## src/rtl/bsg_link_sdr_reset_sequencer.sv

```systemverilog
// Reset sequencer for one SDR link channel: asserts all link resets, pulses the token reset,
// then releases downlink, uplink and downstream in turn, on power-up and on every retrain.

module bsg_link_sdr_reset_sequencer_chk #(
  parameter int assert_cycles_p = 8,
  parameter int token_cycles_p  = 8,
  parameter int settle_cycles_p = 16
) (
  input logic core_clk_i
);
  // Durations are loaded as (N-1), so anything below one cycle is meaningless
  always @(posedge core_clk_i) begin
    assert (assert_cycles_p >= 1) else $error("assert_cycles_p must be >= 1");
    assert (token_cycles_p >= 1)  else $error("token_cycles_p must be >= 1");
    assert (settle_cycles_p >= 1) else $error("settle_cycles_p must be >= 1");
  end
endmodule

module bsg_link_sdr_reset_sequencer #(
  parameter int assert_cycles_p = 8,
  parameter int token_cycles_p  = 8,
  parameter int settle_cycles_p = 16,
  parameter int auto_start_p    = 1
) (
  input  logic core_clk_i,
  input  logic core_reset_n_i,
  input  logic start_i,
  output logic busy_o,
  output logic done_o,
  output logic core_uplink_reset_o,
  output logic core_downstream_reset_o,
  output logic async_downlink_reset_o,
  output logic async_token_reset_o
);
  localparam int max_at_lp = (assert_cycles_p > token_cycles_p) ? assert_cycles_p : token_cycles_p;
  localparam int max_lp    = (max_at_lp > settle_cycles_p) ? max_at_lp : settle_cycles_p;
  localparam int cnt_w_lp  = $clog2(max_lp + 1);

  localparam logic [cnt_w_lp-1:0] assert_load_lp = cnt_w_lp'(assert_cycles_p - 1);
  localparam logic [cnt_w_lp-1:0] token_load_lp  = cnt_w_lp'(token_cycles_p - 1);
  localparam logic [cnt_w_lp-1:0] settle_load_lp = cnt_w_lp'(settle_cycles_p - 1);
  localparam logic [cnt_w_lp-1:0] cnt_zero_lp    = cnt_w_lp'(0);
  localparam logic [cnt_w_lp-1:0] cnt_one_lp     = cnt_w_lp'(1);
  localparam logic                auto_start_lp  = (auto_start_p != 0);

  // Output vector order: {busy, done, uplink, downstream, downlink, token}
  localparam logic [5:0] idle_outs_lp = 6'b001110;

  typedef enum logic [2:0] {
    e_idle      = 3'd0,
    e_assert    = 3'd1,
    e_token     = 3'd2,
    e_token_clr = 3'd3,
    e_dn_rel    = 3'd4,
    e_up_rel    = 3'd5,
    e_done      = 3'd6
  } state_e;

  state_e              state_q, state_d;
  logic [cnt_w_lp-1:0] cnt_q, cnt_d;
  logic                first_q;
  logic [5:0]          outs_q, outs_d;

  function automatic logic [5:0] outs_for(input state_e s);
    logic [5:0] o;
    case (s)
      e_idle:      o = 6'b001110;
      e_assert:    o = 6'b101110;
      e_token:     o = 6'b101111;
      e_token_clr: o = 6'b101110;
      e_dn_rel:    o = 6'b101100;
      e_up_rel:    o = 6'b100100;
      e_done:      o = 6'b010000;
      default:     o = 6'b001110;
    endcase
    return o;
  endfunction

  // Next state and counter; counter only decrements while nonzero, so it cannot wrap
  always_comb begin
    state_d = state_q;
    cnt_d   = cnt_q;
    case (state_q)
      e_idle: begin
        if (start_i | (auto_start_lp & first_q)) begin
          state_d = e_assert;
          cnt_d   = assert_load_lp;
        end else begin
          state_d = e_idle;
        end
      end
      e_assert: begin
        if (cnt_q == cnt_zero_lp) begin
          state_d = e_token;
          cnt_d   = token_load_lp;
        end else begin
          cnt_d = cnt_q - cnt_one_lp;
        end
      end
      e_token: begin
        if (cnt_q == cnt_zero_lp) begin
          state_d = e_token_clr;
          cnt_d   = settle_load_lp;
        end else begin
          cnt_d = cnt_q - cnt_one_lp;
        end
      end
      e_token_clr: begin
        if (cnt_q == cnt_zero_lp) begin
          state_d = e_dn_rel;
          cnt_d   = settle_load_lp;
        end else begin
          cnt_d = cnt_q - cnt_one_lp;
        end
      end
      e_dn_rel: begin
        if (cnt_q == cnt_zero_lp) begin
          state_d = e_up_rel;
          cnt_d   = settle_load_lp;
        end else begin
          cnt_d = cnt_q - cnt_one_lp;
        end
      end
      e_up_rel: begin
        if (cnt_q == cnt_zero_lp) begin
          state_d = e_done;
          cnt_d   = cnt_zero_lp;
        end else begin
          cnt_d = cnt_q - cnt_one_lp;
        end
      end
      e_done: begin
        if (start_i) begin
          state_d = e_assert;
          cnt_d   = assert_load_lp;
        end else begin
          state_d = e_done;
        end
      end
      default: begin
        state_d = e_idle;
        cnt_d   = cnt_zero_lp;
      end
    endcase
  end

  assign outs_d = outs_for(state_d);

  // State, counter, one-shot auto-start flag and registered outputs
  always_ff @(posedge core_clk_i or negedge core_reset_n_i) begin
    if (!core_reset_n_i) begin
      state_q <= e_idle;
      cnt_q   <= cnt_zero_lp;
      first_q <= 1'b1;
      outs_q  <= idle_outs_lp;
    end else begin
      state_q <= state_d;
      cnt_q   <= cnt_d;
      first_q <= 1'b0;
      outs_q  <= outs_d;
    end
  end

  assign {busy_o, done_o, core_uplink_reset_o, core_downstream_reset_o,
          async_downlink_reset_o, async_token_reset_o} = outs_q;

  bsg_link_sdr_reset_sequencer_chk #(
    .assert_cycles_p(assert_cycles_p),
    .token_cycles_p (token_cycles_p),
    .settle_cycles_p(settle_cycles_p)
  ) chk (
    .core_clk_i(core_clk_i)
  );

endmodule
```

## config.mk

```make
export PLATFORM = sky130hd
export DESIGN_NAME = bsg_link_sdr_reset_sequencer
export DESIGN_NICKNAME = d
export VERILOG_FILES = /design/src/rtl/bsg_link_sdr_reset_sequencer.sv
export SDC_FILE = /design/constraint.sdc
export NUM_CORES = 1
export LEC_CHECK = 0
export BUFFER_PORTS_ARGS = -buffer_cell sky130_fd_sc_hd__buf_4
export CORE_UTILIZATION = 30
export CTS_CLUSTER_DIAMETER = 30
export DETAILED_ROUTE_END_ITERATION = 8
export PLACE_DENSITY = 0.47
export REMOVE_ABC_BUFFERS = 1
export SYNTH_ARGS = -nofsm -noshare
export SYNTH_HDL_FRONTEND = slang
export SYNTH_SLANG_ARGS = --single-unit
```

## constraint.sdc

```tcl
create_clock -name core_clk_i -period 2.1 [get_ports core_clk_i]
set_input_delay 0 -clock core_clk_i [delete_from_list [all_inputs] [get_ports core_clk_i]]
set_output_delay 0 -clock core_clk_i [all_outputs]
set_load 0.01 [all_outputs]
```

Word-level counts from Yosys, hierarchy flattened. Cells that the tools add are included.

Multiplexer cells: 15. Reduce and logical (&&, ||, !) cells: 5. Add/sub/neg operators: 1. Equal/unequal tests: 14. Bitwise logic cells: 1.

Operators by type and width (number): $pmux 6 s5 (1); $mux 5 (5); $pmux 5 s5 (1); $pmux 3 s7 (1); $eq 3x3->1 const B (6); $mux 3 (6); $eq 3x2->1 const B (4); $eq 3x1->1 const B (2); $logic_not 5->1 (1); $sub 5x1->5 const B (1); $ne 2x2->1 const B (2); $logic_not 3->1 (1); $reduce_or 3->1 (1); $reduce_and 2->1 (1); $reduce_or 2->1 (1); $mux 1 (1); $or 1x1->1 (1).

Output and inout port bits: 6. Register bits: 15. Word-level logic and storage cells: 40. Input port bits: 3.

Longest topological paths before layout. Gate-level depths: netlist of the first run.

Word-level depth: 6. Mapped depth: 7.

Least setup slack after synthesis of the first run. OpenSTA, ideal clock, no wires.

Path type: flip-flop to flip-flop. Start point: reg cnt_q[0]. End point: reg outs_q[0]. Setup time: 0.126 ns. Clock period less this slack: 1.860 ns. Path buffers: 1. Data arrival time: 1.734 ns. Stages on the path, launching flop included: 8. Setup slack: 0.240 ns. Path through: dfrtp_1 inv_1 ha_1 or4b_4 buf_6 a21oi_2 nor3_1 o311a_1.

Cells in the longest elaborated chain, start to end: 6. Elaborated cells on any way between the ends: 15. Those cells by class: eq/ne: 6; mux: 7; reduce/logical: 2.

RTL lines: start, declared (line 60) `logic [cnt_w_lp-1:0] cnt_q, cnt_d;`; start signal, assigned (line 153) `cnt_q <= cnt_zero_lp;`; start signal, assigned (line 158) `cnt_q <= cnt_d;`; $logic_not 5->1 *; $mux 3 (on tied branches); $pmux 3 s7 * (line 83) `case (state_q)`; $eq 3x2->1 or $eq 3x1->1 (tied branches) (line 66) `case (s)`; $reduce_or 2->1 (no source line); $pmux 6 s5 * (line 66); via outs_d[0] (line 62) `logic [5:0] outs_q, outs_d;`; end signal, assigned (line 155) `outs_q <= idle_outs_lp;`; end signal, assigned (line 160) `outs_q <= outs_d;`; end, declared (line 62).

Mark *: on every way through the listed nets, which the timed path passes. The rest lies on a longest branch. A chain may end at the register's enable or synchronous reset.

Worst setup path in the final report of the first run. Ends and elaborated chain as after synthesis.

==> flow_summary.ini, run 1 <==
[detailed_routing]
postRouteAntennaNets = 0
wirelength_um = 1930
drtIter0Drc = 31
vias = 786
drc = 2
viasPerCell = 5.535
wl_per_cell_um = 13.59
first_pass_iters = 6

[worst_setup_path]
cp-end-kind = flop
critPathMaxFanout = 9
crit_start = cnt_q[0]
r2r_cells = 6
reg2reg_from = cnt_q[0]
criticalPathCategory = flop to flop
arrival_ns = 2.13
cp-start-kind = flop
worstPathRequired_ns = 2.29

[floorplanning]
die_h_um = 56.69
dieArea_um2 = 3213
initial_core_util_pct = 31.98
rows = 19
dieWidth_um = 56.69
ios = 9
core_um2 = 2805

[yosys]
synth_edf_count = 0
yosysTopAreaCell = dfrtp_1
ys.flop_type = dfrtp_1
yosysWarnings = 0
yosys.area.top_type_share_pct = 30.68
synthDistinctLibCells = 35
syn-mean-instance-area_um2 = 9.062
synth_seq_cells = 15
netlist_area_um2 = 897.1
async_flop_share_pct = 100.0
synth_area_leaders = dfrtp_1 31%, dfstp_2 12%, a21oi_1 4.5%
seq_area_frac_synth_pct = 42.40
netlist_instances = 99

[timing]
finalHoldViolCount = 0
rsz0062_at_grt = no
finalWorstSetupSlack_ns = 0.1555
fin_crit_sh_pct = 92.59
fmax_ghz = 0.5143
fin_setup_tns_ns = 0
drv_slew = 0
setup_viol = 0
post-route-min-period_ns = 1.944
finClkSkew_ns = 0.008643

[finish]
fin_cells = 142
final_cell_mix = 13 x buf_4, 11 x dfrtp_1, 9 x nor2_1
synthToLayoutAreaGrowth_pct = 14.64
final_common_cell = buf_4
nFillCells = 294
drive_above_1_share_pct = 23.42
antennaDiodeCount = 0
num-nets-final = 117

[placement]
place_hpwl_um = 1381
place.gp.congestion = 0.7902
dp_slack_ns = 0.1578
placed_cells = 137
io_buffer_count = 8

[cts]
cts.clk_slew.worst_paths_ns = 0.10
cts_setup_buffers = 0
cts_buffers = 3
cts-htree-levels = 1
cts-root-buf = clkbuf_4
cts_tree = done
cts_hold_buf = 1
postCtsResizedCells = 0
clkLatencyLatePin_ns = 0.29
cts_buffer_depth = 2
clock_sinks = 15

[global_route]
grt_first_pass_wirelength_um = 3484
grt_max_degree = 16
antenna_found_initial = 0
grt.total_usage_pct = 14.13
grt_pass1_vias = 741
grt_overflow = 0

[pwr]
p_leak_nw = 0.4415
power_density_nw_per_um2 = 1225
irDropWorstVdd_mv = 0.4674

[job]
drv_cap = 0

[hold_path]
holdCritPathClass = input pin to asynchronous set/reset pin

[status]
violations = DRC
status = complete, but fails checks
==> cell usage after synthesis, types with 2 or more instances <==
library cell   n
a21o_1         2
ha_1           2
buf_6          2
a21oi_1        8
a32oi_1        2
a21oi_2        2
o21ai_1        2
a211oi_1       2
clkbuf_1       2
nor2_1         9
nand2_1        8
nand3_1        3
o21ai_0        8
buf_4          2
inv_1          6
dfrtp_1       11
dfstp_2        4
nor3_1         7
==> critical path, cell delays in order (launching register included) <==
cell,delay [ns]
dfrtp_1,0.44
inv_1,0.14
ha_1,0.17
or4b_4,0.54
a21oi_2,0.16
nor3_1,0.06
o311a_1,0.34
==> layer usage <==
layer	share of wire [%]	global-route usage, %
met1	48	19.71
met2	48	20.92
met3	3.2	2.074
met4	0.88	7.500
met5	0	0
==> cells by family after synthesis <==
kind of cell | synth area share (%)
flip-flops | 42.40
AO/OA/AOI/OAI | 28.45
adder cells (fa/ha/maj) | 2.789
other | 0.4180
multiplexers | 1.116
AND/OR/NAND/NOR | 17.29
buffers and inverters | 7.531
==> path summary, 6_finish.rpt <==
kind | end | slack (ns)
hold reg to reg | cnt_q[4] | 0.55
setup reg to reg | outs_q[0] | 0.16
setup / recovery | outs_q[0] | 0.16
min in group core_clk_i | outs_q[3] | 0.08
max in group asynchronous | first_q | 1.78
hold / removal | outs_q[4] | 0.08
==> layout make-up <==
cell class / count / area, um2 / area share, %
multi-input cells: 72 / 449.2 / 43.67
clock inverters: 1 / 7.507 / 0.7299
inverters: 6 / 22.52 / 2.190
repair buffers: 14 / 107.6 / 10.46
flip-flops and latches: 15 / 380.4 / 36.98
well taps: 31 / 38.79 / 3.771
clock buffers: 3 / 22.52 / 2.190
==> metrics by stage <==
step / power (mW) / instance area [um2] / hold slack (ns) / utilization (%)
final: 1.260 / 1028 / 0.07983 / 36.66
after global routing: 1.383 / 1028 / 0.09729 / 36.66
after CTS: 1.271 / 1028 / 0.06306 / 36.66
after detailed placement: 1.088 / 988.4 / -0.1308 / 35.24
after global placement: 1.088 / 988.4 / -0.1319 / 35.24
after floorplan: 0.9605 / 852.1 / -0.2956 / -
==> power breakdown <==
| part | internal [mW] | leakage [nW] | switching, mW |
|---|---|---|---|
| Sequential | 0.376 | 0.175 | 0.0967 |
| Clock | 0.0724 | 0.0139 | 0.104 |
| Combinational | 0.283 | 0.253 | 0.328 |
==> sequential cells by signal, summed over array words and instances (netlist names) <==
name,count
cnt_q,5
first_q,1
outs_q,6
state_q,3
No activity file was read; power rests on OpenSTA's default activity.
==> inputs of run 2 (changes only) <==
--- a/config.mk
+++ b/config.mk
@@ -5,10 +5,13 @@
 export SDC_FILE = /design/constraint.sdc
 export NUM_CORES = 1
 export LEC_CHECK = 0
+export ABC_AREA = 1
 export BUFFER_PORTS_ARGS = -buffer_cell sky130_fd_sc_hd__buf_4
+export CORE_MARGIN = 5
 export CORE_UTILIZATION = 30
 export CTS_CLUSTER_DIAMETER = 30
 export DETAILED_ROUTE_END_ITERATION = 8
+export MAX_ROUTING_LAYER = met4
 export PLACE_DENSITY = 0.47
 export REMOVE_ABC_BUFFERS = 1
 export SYNTH_ARGS = -nofsm -noshare
==> flow_summary.ini, run 2 <==
[status]
status = complete, no violations

[worst_setup_path]
cp-end-kind = flop
r2r_cells = 11
criticalPathCategory = flop to flop
crit_start = cnt_q[0]
critPathMaxFanout = 10
r2r-end = cnt_q[1]
arrival_ns = 1.75
cp-start-kind = flop
rrSetupSlack_ns = 0.53
reg2reg_from = cnt_q[0]
worstPathRequired_ns = 2.29

[yosys]
seq_area_frac_synth_pct = 41.08
yosys.area.top_type_share_pct = 29.73
yosysWarnings = 0
synth_area_leaders = dfrtp_1 30%, nand2_1 17%, dfstp_2 11%
ys.flop_type = dfrtp_1
async_flop_share_pct = 100.0
synth_adder_area_share_pct = 2.703
synth_seq_cells = 15
synth_xor_xnor_area_share_pct = 2.838
synth_top_family_by_area = simple AND/OR/NAND/NOR gates
synthMuxAreaShare_pct = 0
yosysTopAreaCell = dfrtp_1
yosys-top-cells-count = 41 x nand2_1, 11 x dfrtp_1, 10 x inv_1
syn-mean-instance-area_um2 = 8.051
synth_compound_area_share_pct = 7.297
netlist_instances = 115
yosys.area_share.simple_pct = 36.49
yosysMostFrequentCell = nand2_1
synthDistinctLibCells = 27
netlist_area_um2 = 925.9
synth_edf_count = 0

[floorplanning]
initial_core_util_pct = 30.83
ios = 9
dieWidth_um = 65.56
core_um2 = 3003
rows = 20
dieArea_um2 = 4297
die_h_um = 65.56

[pwr]
power_mw = 1.442
power_density_nw_per_um2 = 1380
irDropWorstVdd_mv = 0.5296
p_leak_nw = 0.5610

[detailed_routing]
drtIter0Drc = 17
first_pass_iters = 4
vias = 696
viasPerCell = 4.377
wirelength_um = 1786
drc = 0
wl_per_cell_um = 11.23
postRouteAntennaNets = 0

[global_route]
grt_pass1_vias = 728
grt_max_degree = 16
grt_overflow = 0
grt.total_usage_pct = 10.09
antenna_found_initial = 0
grt_first_pass_wirelength_um = 3236

[cts]
clock_sinks = 15
cts_buffers = 3
cts_setup_buffers = 0
cts.clk_slew.worst_paths_ns = 0.10
cts_tree = done
clkLatencyLatePin_ns = 0.29
cts_buffer_depth = 2
cts-htree-levels = 1
cts-root-buf = clkbuf_4

[hold_path]
hold-path-cell-count = 4
hold_path.startpoint = start_i
holdCritPathClass = input pin to flop
holdPathEnd = outs_q[4]

[timing]
finalHoldViolCount = 0
fmax_ghz = 0.6389
setup_viol = 0
fin_crit_sh_pct = 74.53
holdWs_ns = 0.06395
drv_slew = 0
rsz0062_at_grt = no
finClkSkew_ns = 0.004141
fin_setup_tns_ns = 0
post-route-min-period_ns = 1.565

[finish]
nFillCells = 331
drive_above_1_share_pct = 30.95
final_cell_mix = 41 x nand2_1, 11 x dfrtp_1, 10 x inv_1
largest_reg_flops = 6
regArea_um2 = 380.4
antennaDiodeCount = 0
utilization_pct = 34.79
multi_input_area_um2 = 460.4
synthToLayoutAreaGrowth_pct = 12.84
num-nets-final = 132
top_register = outs_q
top_regs = outs_q: 6 flops, cnt_q: 5 flops, state_q: 3 flops
fin_cells = 159
final_common_cell = nand2_1

[placement]
place.gp.congestion = 0.8644
place_hpwl_um = 1398
placed_cells = 154
io_buffer_count = 8

[job]
drv_cap = 0
-- run 2: cell count changes after synthesis, sizes merged, moves of 5 or more --
cell and change:
nor3 -6, nand2 +40, nand3 +5, inv +10, o21ai -5, a21oi -8
-- run 2: cell families after synthesis --
family	Yosys count
other	1
buffers and inverters	18
AND/OR/NAND/NOR	67
flip-flops	15
XOR/XNOR	3
AO/OA/AOI/OAI	9
adder cells (fa/ha/maj)	2
-- run 2: stage by stage --
stage / area [um2] / setup WS, ns
finish: 1045 / 0.5348
global route: 1045 / 0.3359
global placement: 1005 / 0.5917
floorplan: 903.4 / 0.7059
detailed placement: 1005 / 0.5491
CTS: 1045 / 0.5358
-- run 2: repair_timing --
action | 4_1_cts | 5_1_grt
hold buffers | 1 | 0
resized for setup | 0 | 0
endpoints found under the hold margin | 15 | 0
setup endpoints to repair | 0 | 0
-- run 2: worst max path at each step --
stage / cells after the start / to / slack (ns)
3_5_place_dp: 11 / cnt_q[1] / 0.55
2_1_floorplan: 11 / outs_q[5] / 0.71
6_report: 11 / cnt_q[1] / 0.53
3_3_place_gp: 11 / outs_q[5] / 0.59
4_1_cts: 11 / cnt_q[1] / 0.54
5_1_grt: 11 / cnt_q[1] / 0.34
-- run 2: layer usage --
layer	global-route usage (%)	routed length [um]
met2	16.81	847
met3	4.444	84
met4	1.554	9
met5	-	0
met1	11.43	844
-- run 2: power by group --
| group | internal (mW) | switching (mW) | total (mW) |
|---|---|---|---|
| sequential | 0.402 | 0.122 | 0.524 |
| combinational | 0.290 | 0.451 | 0.741 |
| clock | 0.0724 | 0.104 | 0.177 |
-- run 2: worst max-delay path: stages (launching register included) --
cell and delay, ns:
dfrtp_1 0.42, inv_1 0.09, ha_1 0.15, inv_1 0.04, nor2_1 0.15, nand2_2 0.16, nand2_1 0.13, nand3_2 0.10
nand2_1 0.07, nand2_1 0.04, nand2_1 0.07, nand2_1 0.05
-- run 2: final cells by class --
| type | count | area share (%) |
|---|---|---|
| well taps | 33 | 3.952 |
| clock buffers | 3 | 2.156 |
| clock inverters | 1 | 0.7186 |
| multi-input cells | 82 | 44.07 |
| inverters | 16 | 5.988 |
| flip-flops and latches | 15 | 36.41 |
| repair buffers | 9 | 6.707 |
==> inputs of run 3 (changes only) <==
==> constraint.sdc (replaced) <==
create_clock -name core_clk_i -period 1.45 [get_ports core_clk_i]
set_input_delay 0 -clock core_clk_i [delete_from_list [all_inputs] [get_ports core_clk_i]]
set_output_delay 0 -clock core_clk_i [all_outputs]
set_load 0.01 [all_outputs]
==> flow_summary.ini, run 3 (synthesized netlist as in run 2, its figures left out) <==
[global_route]
antenna_found_initial = 0
grt_overflow = 0
grt_max_degree = 16
grt_first_pass_wirelength_um = 3394
grt.total_usage_pct = 10.37
grt_pass1_vias = 775

[worst_setup_path]
cpPeakStageDelay_ns = 0.40
critPathMaxFanout = 7
r2r_cells = 11
critPathBufInv = 2
path_delay_family = simple AND/OR/NAND/NOR gates
rrSetupSlack_ns = 0.02
arrival_ns = 1.62
reg2reg_from = cnt_q[0]
worstPathRequired_ns = 1.64
criticalPathCategory = flop to flop
r2r-end = cnt_q[2]
crit_start = cnt_q[0]
cp-end-kind = flop
path_common_cell = nand2_1
slowest_stage = dfrtp_1
endpoint = cnt_q[2]
path_cells = inv_2 -> ha_4 -> inv_2 -> nor2_4 -> nand2_4 -> nand2_4 -> nand3_4 -> nand2_2 -> nand2_1 -> nand2_1 -> nand2_1
cp-start-kind = flop
cp_num_cells = 11

[finish]
drive_above_1_share_pct = 45.32
final_cell_mix = 37 x nand2_1, 21 x buf_4, 9 x dfrtp_1
top_regs = outs_q: 6 flops, cnt_q: 5 flops, state_q: 3 flops
antennaDiodeCount = 0
fin_cells = 172
nFillCells = 307
num-nets-final = 145
final_common_cell = nand2_1
top_register = outs_q
largest_reg_flops = 6
synthToLayoutAreaGrowth_pct = 28.78

[detailed_routing]
drtIter0Drc = 38
viasPerCell = 4.517
vias = 777
first_pass_iters = 4
drc = 0
wl_per_cell_um = 11.55
postRouteAntennaNets = 0
wirelength_um = 1987

[timing]
finClkSkew_ns = 0.008648
fmax_ghz = 0.6993
finalHoldViolCount = 0
rsz0062_at_grt = yes
setup_viol = 0
fin_crit_sh_pct = 98.62
fin_setup_tns_ns = 0
drv_slew = 0
post-route-min-period_ns = 1.430

[pwr]
irDropWorstVdd_mv = 0.8830
seq_power_share_pct = 29.5
power.switching_mw = 1.152
power_mw = 2.518
p_clk_share_pct = 10.2
p_sw_share_pct = 45.74
power_density_nw_per_um2 = 2112
p_leak_nw = 0.6300
combPwrFrac_pct = 60.3
internal_power_mw = 1.366

[floorplanning]
dieWidth_um = 65.56
core_um2 = 3003
die_h_um = 65.56
dieArea_um2 = 4297
initial_core_util_pct = 30.83
rows = 20
ios = 9

[cts]
cts_buffer_depth = 2
cts-htree-levels = 1
clock_sinks = 15
cts_buffers = 3
clkLatencyLatePin_ns = 0.29
cts_tree = done
cts-root-buf = clkbuf_4
cts.clk_slew.worst_paths_ns = 0.11

[placement]
placed_cells = 163
io_buffer_count = 8
place_hpwl_um = 1461
place.gp.congestion = 0.8706

[status]
status = complete, no violations

[hold_path]
holdCritPathClass = input pin to flop

[job]
drv_cap = 0
==> run 3: cell types whose count changed in the layout (fill, tap and decap cells not counted), moves of 2 or more <==
cell,before,now
nand2_1,41,37
inv_1,10,7
dfrtp_2,0,2
nand2_2,5,7
inv_2,5,8
dfrtp_1,11,9
nand2_4,2,4
buf_4,8,21
==> run 3: worst min-delay path by stage <==
stage	from	endpoint	depth (start not counted)
global placement	core_reset_n_i	cnt_q[0]	1
detailed placement	core_reset_n_i	cnt_q[4]	1
finish	start_i	outs_q[4]	4
floorplan	core_reset_n_i	cnt_q[0]	0
global route	start_i	outs_q[4]	4
CTS	start_i	outs_q[4]	4
==> run 3: metal layers <==
metal  track usage [%]  part of all wire [%]
met1             12.24                    44
met2             17.83                    52
met3             3.590                   3.0
met4            0.7772                  0.35
met5                 -                     0
==> run 3: power groups by stage <==
stage	clock, mW	sequential, mW	combinational [mW]
after global routing	0.287	0.769	1.71
after global placement	0	0.736	1.26
final	0.258	0.743	1.52
after floorplan	0	0.758	0.822
after detailed placement	0	0.738	1.25
after CTS	0.268	0.733	1.29
==> run 3: worst register-to-register path: stages (launching register included) <==
cell and delay, ns:
dfrtp_1 0.40, inv_2 0.09, ha_4 0.13, inv_2 0.04, nor2_4 0.13, nand2_4 0.10
nand2_4 0.10, nand3_4 0.09, nand2_2 0.08, nand2_1 0.04, nand2_1 0.08, nand2_1 0.05
==> run 3: per-stage QoR <==
step	util, %	hold WS [ns]	instance area, um2	setup slack, ns
floorplan	-	-0.2956	903.4	0.05586
global placement	35.71	-0.1310	1072	-0.01909
detailed placement	35.71	-0.1286	1072	-0.04903
CTS	37.46	0.04000	1125	0.01510
global route	39.71	0.05043	1192	-0.1229
finish	39.71	0.04676	1192	0.02006
==> run 3: what timing repair did <==
action | in CTS | in global routing
endpoints found under the setup margin | 5 | 10
pin swaps | 1 | 4
endpoints found under the hold margin | 15 | 0
buffers inserted | 1 | 3
hold buffers | 1 | 0
resized for setup | 2 | 15
==> run 3: area by class of cell <==
cell class | count | area [um2] | share of cell area, %
Clock inverter | 1 | 7.507 | 0.6296
Multi-Input combinational cell | 82 | 508.0 | 42.60
Tap cell | 33 | 41.29 | 3.463
Sequential cell | 15 | 382.9 | 32.11
Clock buffer | 3 | 22.52 | 1.889
Inverter | 16 | 62.56 | 5.247
Timing Repair Buffer | 22 | 167.7 | 14.06
